--- src/rtl/rf_wb_arbiter.sv ---
// Write-back arbiter for the register file's single write port, with a
// pending-write scoreboard used by issue for RAW/WAW hazard stalls.
module rf_wb_arbiter #(
    parameter int XLEN = 32,
    parameter int AW   = 5
) (
    input  logic            clk,
    input  logic            rst,
    input  logic            claim_valid,
    input  logic [AW-1:0]   claim_addr,
    output logic            claim_stall,
    input  logic            req0_valid,
    input  logic [AW-1:0]   req0_addr,
    input  logic [XLEN-1:0] req0_data,
    output logic            req0_ready,
    input  logic            req1_valid,
    input  logic [AW-1:0]   req1_addr,
    input  logic [XLEN-1:0] req1_data,
    output logic            req1_ready,
    output logic            rf_we,
    output logic [AW-1:0]   rf_waddr,
    output logic [XLEN-1:0] rf_wdata,
    input  logic [AW-1:0]   rs1_addr,
    input  logic [AW-1:0]   rs2_addr,
    output logic            rs1_busy,
    output logic            rs2_busy,
    output logic [AW:0]     pending_cnt
);
    localparam int unsigned NREG = 2 ** AW;

    logic            last_grant;
    logic            xfer;
    logic [AW-1:0]   win_addr;
    logic [XLEN-1:0] win_data;
    logic [NREG-1:0] sb;
    logic [NREG-1:0] sb_next;
    logic [AW:0]     cnt_next;

    // Grants depend only on the valids and last_grant, never on addr/data.
    always_comb begin
        req0_ready = req0_valid & (~req1_valid | last_grant);
        req1_ready = req1_valid & (~req0_valid | ~last_grant);
        xfer       = req0_ready | req1_ready;
        win_addr   = req1_ready ? req1_addr : req0_addr;
        win_data   = req1_ready ? req1_data : req0_data;
    end

    always_comb begin
        claim_stall = claim_valid & sb[claim_addr] & (claim_addr != '0);
        rs1_busy    = sb[rs1_addr] & (rs1_addr != '0);
        rs2_busy    = sb[rs2_addr] & (rs2_addr != '0);
    end

    // Clear from the committing write is applied first so a same-edge claim wins.
    always_comb begin
        sb_next = sb;
        if (rf_we) begin
            sb_next[rf_waddr] = 1'b0;
        end
        if (claim_valid && !claim_stall && (claim_addr != '0)) begin
            sb_next[claim_addr] = 1'b1;
        end
        sb_next[0] = 1'b0;
        cnt_next = '0;
        for (int unsigned i = 0; i < NREG; i++) begin
            cnt_next = cnt_next + (AW + 1)'(sb_next[i]);
        end
    end

    always_ff @(posedge clk or posedge rst) begin
        if (rst) begin
            rf_we       <= 1'b0;
            rf_waddr    <= '0;
            rf_wdata    <= '0;
            sb          <= '0;
            pending_cnt <= '0;
            last_grant  <= 1'b1;
        end else begin
            sb          <= sb_next;
            pending_cnt <= cnt_next;
            if (xfer) begin
                rf_we      <= (win_addr != '0);
                rf_waddr   <= win_addr;
                rf_wdata   <= win_data;
                last_grant <= req1_ready;
            end else begin
                rf_we <= 1'b0;
            end
        end
    end
endmodule

--- config.mk ---
export PLATFORM = sky130hd
export DESIGN_NAME = rf_wb_arbiter
export DESIGN_NICKNAME = d
export VERILOG_FILES = /design/src/rtl/rf_wb_arbiter.sv
export SDC_FILE = /design/constraint.sdc
export NUM_CORES = 1
export LEC_CHECK = 0
export BUFFER_PORTS_ARGS = -buffer_cell sky130_fd_sc_hd__clkbuf_2
export CAP_MARGIN = 20
export CORE_MARGIN = 2
export CORE_UTILIZATION = 50
export CTS_CLUSTER_SIZE = 30
export DETAILED_ROUTE_END_ITERATION = 8
export PLACE_DENSITY = 0.84
export SYNTH_ARGS = -nofsm -noshare
export SYNTH_HDL_FRONTEND = slang
export SYNTH_SLANG_ARGS = --single-unit
--- constraint.sdc ---
create_clock -name clk -period 13.2 [get_ports clk]
set_input_delay 0.66 -clock clk [delete_from_list [all_inputs] [get_ports clk]]
set_output_delay 0.66 -clock clk [all_outputs]
set_load 0.02 [all_outputs]
---- Word level (Yosys, flattened, before mapping) ----
Cells that the tools add are included.
storage, ports and cells
  register bits ........................... 76
  bits of input ports ..................... 94
  logic and storage cells ................. 81
cells by class
  $add $sub $neg .......................... 30
  magnitude comparators ................... 6
  muxes and demuxes ....................... 15
  bitwise logic cells ..................... 15
  reductions and logical operators ........ 9
operators by type and width
  cell                                                                count
  adder 6 x 1 -> 6 bit                                                25
  2-to-1 mux 32 bit                                                   3
  AND 32 bit                                                          1
  inverter 32 bit                                                     1
  bitwise OR 32 bit                                                   1
  < comparator 5 x 6 -> 1 bit (second input constant)                 4
  nonzero test 5 bit                                                  4
  binary-select mux 1 bit (select 5 bit)                              3
  demux 1 bit (select 5 bit)                                          2
  greater-or-equal comparator 5 x 1 -> 1 bit (second input constant)  2
  adder 5 x 1 -> 6 bit                                                1
  AND 1 bit                                                           6
  2-to-1 mux 1 bit                                                    6
  adder 4 x 1 -> 5 bit                                                1
  2-to-1 mux 5 bit                                                    1
  adder 3 x 1 -> 4 bit                                                1
  logical AND 1 bit                                                   4
  adder 2 x 1 -> 3 bit                                                1
  inverter 1 bit                                                      3
  bitwise OR 1 bit                                                    3
  adder 1 x 1 -> 2 bit                                                1
  zero test 1 bit                                                     1

---- Longest topological paths before layout ----
  word-level depth ........................ 39
  depth in mapped cells ................... 23
  gate-level depth less buffers ........... 21

---- Worst setup path after synthesis ----
Ideal clock, no wire load.
  path type ............................... in2reg
  from .................................... in claim_addr[0]
  to ...................................... reg pending_cnt[4]
  data arrival time ....................... 6199 ps
  data required time ...................... 13120 ps
  slack ................................... 6922 ps
  stages .................................. 20
  path buffers ............................ 1
  path through ............................ buf_6 -> mux2_2 -> a21oi_2 -> nand3b_1 -> or2_4 -> o21a_1 -> fa_1 -> inv_1 -> fa_1 -> inv_1 -> fa_1 -> inv_1 -> fa_1 -> fa_1 -> fa_1 -> fa_1 -> fa_1 -> a21o_1 -> a21oi_1 -> xnor2_1
between the ends
  word-level cells in the longest chain between the ends .. 38
  elaborated cells on any way between the ends .. 45
ends and longest elaborated chain
  element                                 line  RTL
  start: declaration                      10    input logic [AW-1:0] claim_addr,
  binary-select mux 1 bit (select 5 bit)  49    claim_stall = claim_valid & sb[claim_addr] & (claim_addr != '0);
  2-to-1 mux 1 bit (not written as such)  49
  AND 1 bit (2 in a row)                  49
  zero test 1 bit                         60    if (claim_valid && !claim_stall && (claim_addr != '0)) begin
  logical AND 1 bit (2 in a row)          60
  2-to-1 mux 32 bit *                     60
  adder 1 x 1 -> 2 bit                    66    cnt_next = cnt_next + (AW + 1)'(sb_next[i]);
  adder 2 x 1 -> 3 bit                    66
  adder 3 x 1 -> 4 bit                    66
  adder 4 x 1 -> 5 bit                    66
  adder 5 x 1 -> 6 bit                    66
  adder 6 x 1 -> 6 bit (24 in a row)      66
  adder 6 x 1 -> 6 bit *                  66
  via cnt_next[4]                         37    logic [AW:0] cnt_next;
  end signal: assignment                  80    pending_cnt <= cnt_next;
  end: declaration                        27    output logic [AW:0] pending_cnt
Mark *: on every way through the listed nets, which the timed path passes. The rest lies on a longest branch. The select of a mux whose other input is x is not followed.
A chain may end at the register's enable or synchronous reset.

---- Worst setup path after layout ----
Same ends and word-level chain as after synthesis.

==> run_summary.xml <==
<?xml version="1.0" encoding="UTF-8"?>
<metrics>
  <group name="run_status">
    <metric name="outcome" unit="">finished, final reports clean</metric>
  </group>
  <group name="timing">
    <metric name="period_share" unit="">0.507</metric>
    <metric name="totalNegativeSetupSlack" unit="ns">0</metric>
    <metric name="max_freq" unit="GHz">0.150</metric>
    <metric name="timing.final.max_slew_violations" unit="">0</metric>
    <metric name="setup_viol_count_final" unit="">0</metric>
    <metric name="actual_transition_at_the_worst_max_transition_pin" unit="ns">0.954</metric>
    <metric name="max-slew-margin-rel" unit="">0.360</metric>
    <metric name="finalWorstPathRequiredPeriod" unit="ns">6.69</metric>
    <metric name="grt_setup_unrepaired" unit="">false</metric>
    <metric name="final_hold_viol_count" unit="">0</metric>
    <metric name="clock_skew" unit="ns">0.0120</metric>
  </group>
  <group name="cells_and_area">
    <metric name="final_net_count" unit="">794</metric>
    <metric name="multi_input_comb_area" unit="um2">2960</metric>
    <metric name="syn2layout_area_growth" unit="%">16.7</metric>
    <metric name="drive_gt1_frac" unit="">0.283</metric>
    <metric name="num_antenna_cells" unit="">0</metric>
    <metric name="filler_cell_count" unit="">875</metric>
    <metric name="register_area" unit="um2">1900</metric>
    <metric name="layout.cells.most_common" unit="">sky130_fd_sc_hd__clkbuf_2</metric>
    <metric name="mostFrequentLayoutCells" unit="">sky130_fd_sc_hd__clkbuf_2, sky130_fd_sc_hd__dfrtp_1, sky130_fd_sc_hd__inv_1, sky130_fd_sc_hd__o21ai_0, sky130_fd_sc_hd__nor2_1</metric>
  </group>
  <group name="synthesis">
    <metric name="yosysUniqueCellTypes" unit="">52</metric>
    <metric name="top_flip_flop_cell_by_instance_count_after_synthesis" unit="">sky130_fd_sc_hd__dfrtp_1</metric>
    <metric name="synthesis.area" unit="um2">5310</metric>
    <metric name="syn_avg_cell_area" unit="um2">9.57</metric>
    <metric name="post_synth_inst_count" unit="">555</metric>
    <metric name="synth_fp_nets" unit="">679</metric>
    <metric name="ys_async_sr_fraction" unit="">1.00</metric>
    <metric name="number_of_flops_mapped_to_enable_cells_by_yosys" unit="">0</metric>
    <metric name="yosys_warnings" unit="">0</metric>
    <metric name="synth_seq_cells" unit="">76</metric>
    <metric name="seq_area_frac_synth" unit="">0.358</metric>
  </group>
  <group name="setup_path">
    <metric name="crit_arrival" unit="ns">6.96</metric>
    <metric name="timing.critical_path.slowest_cell_delay" unit="ns">0.54</metric>
    <metric name="worst-setup-path-type" unit="">primary input to flip-flop</metric>
    <metric name="startpoint_types" unit="">primary input</metric>
    <metric name="crit_family" unit="">adder cells</metric>
    <metric name="crit_path_top_delay_cell" unit="">sky130_fd_sc_hd__fa_1</metric>
    <metric name="reg2regPathDepth" unit="">19</metric>
    <metric name="crit_fanout" unit="">20</metric>
    <metric name="critical_path_required" unit="ns">13.48</metric>
    <metric name="critical_path.cell_chain" unit="">clkbuf_2, mux2_2, a21oi_2, nand3b_1, or2_4, o21a_1, fa_1, inv_1, fa_1, inv_1, fa_1, inv_1, fa_1, fa_1, fa_1, fa_1, fa_1, a21o_1, a21oi_1, xnor2_1</metric>
    <metric name="end_kind" unit="">flip-flop</metric>
    <metric name="cell_mode_on_critical_path" unit="">sky130_fd_sc_hd__fa_1</metric>
    <metric name="path_depth" unit="">20</metric>
    <metric name="worst-path-buf-inv" unit="">4</metric>
  </group>
  <group name="job">
    <metric name="max_cap_violations" unit="">0</metric>
  </group>
  <group name="global_route">
    <metric name="initial_antenna_violation_count" unit="">0</metric>
    <metric name="grt_max_degree" unit="">99</metric>
    <metric name="global_route_usage_over_all_layers" unit="">0.267</metric>
    <metric name="grt_pass1_wl" unit="um">23700</metric>
    <metric name="grt_overflow_total" unit="">0</metric>
    <metric name="grt_pass1_vias" unit="">4790</metric>
  </group>
  <group name="floorplanning">
    <metric name="die_w" unit="um">107</metric>
    <metric name="io-pin-count" unit="">143</metric>
    <metric name="core.rowCount" unit="">37</metric>
    <metric name="coreArea" unit="um2">10300</metric>
    <metric name="design.die.area" unit="um2">11500</metric>
    <metric name="start_util" unit="">0.514</metric>
    <metric name="die_h" unit="um">107</metric>
  </group>
  <group name="clock_network">
    <metric name="cts_tree" unit="">yes</metric>
    <metric name="cts_inserted_buffers" unit="">9</metric>
    <metric name="post_cts_hold_buffer_count" unit="">0</metric>
    <metric name="clock_tree.htree_level_count" unit="">3</metric>
    <metric name="postCtsSetupBuffers" unit="">0</metric>
    <metric name="cts.repair.resized" unit="">0</metric>
    <metric name="root_cell_of_the_clock_tree" unit="">sky130_fd_sc_hd__clkbuf_8</metric>
    <metric name="cts_buffer_depth" unit="">2</metric>
    <metric name="clkSlewWorstSetupHoldPaths" unit="ns">0.08</metric>
    <metric name="worstSkewPairLatency" unit="ns">0.37</metric>
    <metric name="tritoncts_num_sinks" unit="">76</metric>
  </group>
  <group name="drt">
    <metric name="vias_per_inst" unit="">5.95</metric>
    <metric name="wl_per_cell" unit="um">17.9</metric>
    <metric name="remaining_drc_errors" unit="">0</metric>
    <metric name="ant_nets" unit="">0</metric>
    <metric name="firstDrtPassIters" unit="">5</metric>
    <metric name="postRouteWirelength" unit="um">14500</metric>
    <metric name="count_of_vias_placed_by_the_detailed_router" unit="">4824</metric>
    <metric name="drt_first_iter_violations" unit="">290</metric>
  </group>
  <group name="hold_path">
    <metric name="timing.hold.worst.class" unit="">primary input to flip-flop</metric>
    <metric name="worstHoldPathCells" unit="">3</metric>
  </group>
  <group name="place">
    <metric name="half_perimeter_wire_length_after_detailed_placement" unit="um">10900</metric>
    <metric name="finalWeightedCongestion" unit="">0.944</metric>
    <metric name="port_buffers" unit="">142</metric>
  </group>
</metrics>
-- registers in the layout, summed over array words and instances (netlist names) --
signal / cells
last_grant: 1
pending_cnt: 6
rf_waddr: 5
rf_wdata: 32
rf_we: 1
sb: 31
-- per-layer routing --
metal  routed length [um]  vias up  track usage  share of wire
met1                 6060     2342        0.351           0.42
met3                 1120       25       0.0565          0.077
li1                     -     2231            -              -
met5                    0        -            0              0
met2                 7090      226        0.434           0.49
met4                  272        0        0.104          0.019
-- synth_stat cells, drive strengths merged (14+ instances only) --
master / count / area (um2)
fa: 23 / 460
dfrtp: 75 / 1880
a31oi: 33 / 206
mux4: 16 / 383
inv: 64 / 240
nor2: 37 / 139
nand2: 20 / 75.1
mux2i: 24 / 240
o21a: 14 / 105
o22ai: 35 / 219
a21oi: 35 / 179
buf: 16 / 104
o21ai: 63 / 315
clkbuf: 26 / 98.8
-- worst paths after layout --
| check | start | end | slack [ns] |
|---|---|---|---|
| hold reg to reg | sb[20] | sb[20] | 0.67 |
| setup / recovery | claim_addr[0] | pending_cnt[4] | 6.51 |
| max in group asynchronous | rst | rf_waddr[0] | 12.03 |
| hold / removal | req1_addr[4] | rf_waddr[4] | 0.52 |
| min in group asynchronous | rst | pending_cnt[2] | 0.57 |
| setup reg to reg | sb[17] | pending_cnt[4] | 6.98 |
-- worst register-to-register path: cells and delay by family, from the launching register on --
kind	cells	cell delay (ns)
multiplexers	1	0.29
adder cells (fa/ha/maj)	8	3.76
AND/OR/NAND/NOR	2	0.61
flip-flops	1	0.43
XOR/XNOR	1	0.14
buffers and inverters	3	0.15
AO/OA/AOI/OAI	4	0.75
-- kinds of logic after synthesis --
family                     Yosys count  synth area share
and+or+nand+nor                     91            0.0891
muxes                               47             0.134
xor gates and xnor gates             3           0.00495
DFF                                 76             0.358
AOI/OAI and AO/OA                  201             0.226
buffers and inverters              107            0.0841
adders and majority gates           30             0.103
-- area by class of cell --
type,count,share of cell area
Clock buffer,10,0.0206
Clock inverter,6,0.00788
Inverter,65,0.0394
Multi-Input combinational cell,372,0.478
Sequential cell,76,0.307
Tap cell,136,0.0275
Timing Repair Buffer,146,0.120
-- metrics by stage --
step           setup WS [ns]  hold WS [ns]  std cells  instance area [um2]  utilization
4_1_cts                 6.59         0.498        811                 6190        0.600
6_report                6.51         0.523        811                 6190        0.600
5_1_grt                 6.25         0.532        811                 6190        0.600
2_1_floorplan           6.92         0.517        555                 5310            -
3_3_place_gp            6.29         0.604        795                 6020        0.583
3_5_place_dp            6.23         0.637        795                 6020        0.583
Power is left out: the tool's default activity adds up to more than one toggle a clock period on the data nets, which glitch-free logic cannot reach.
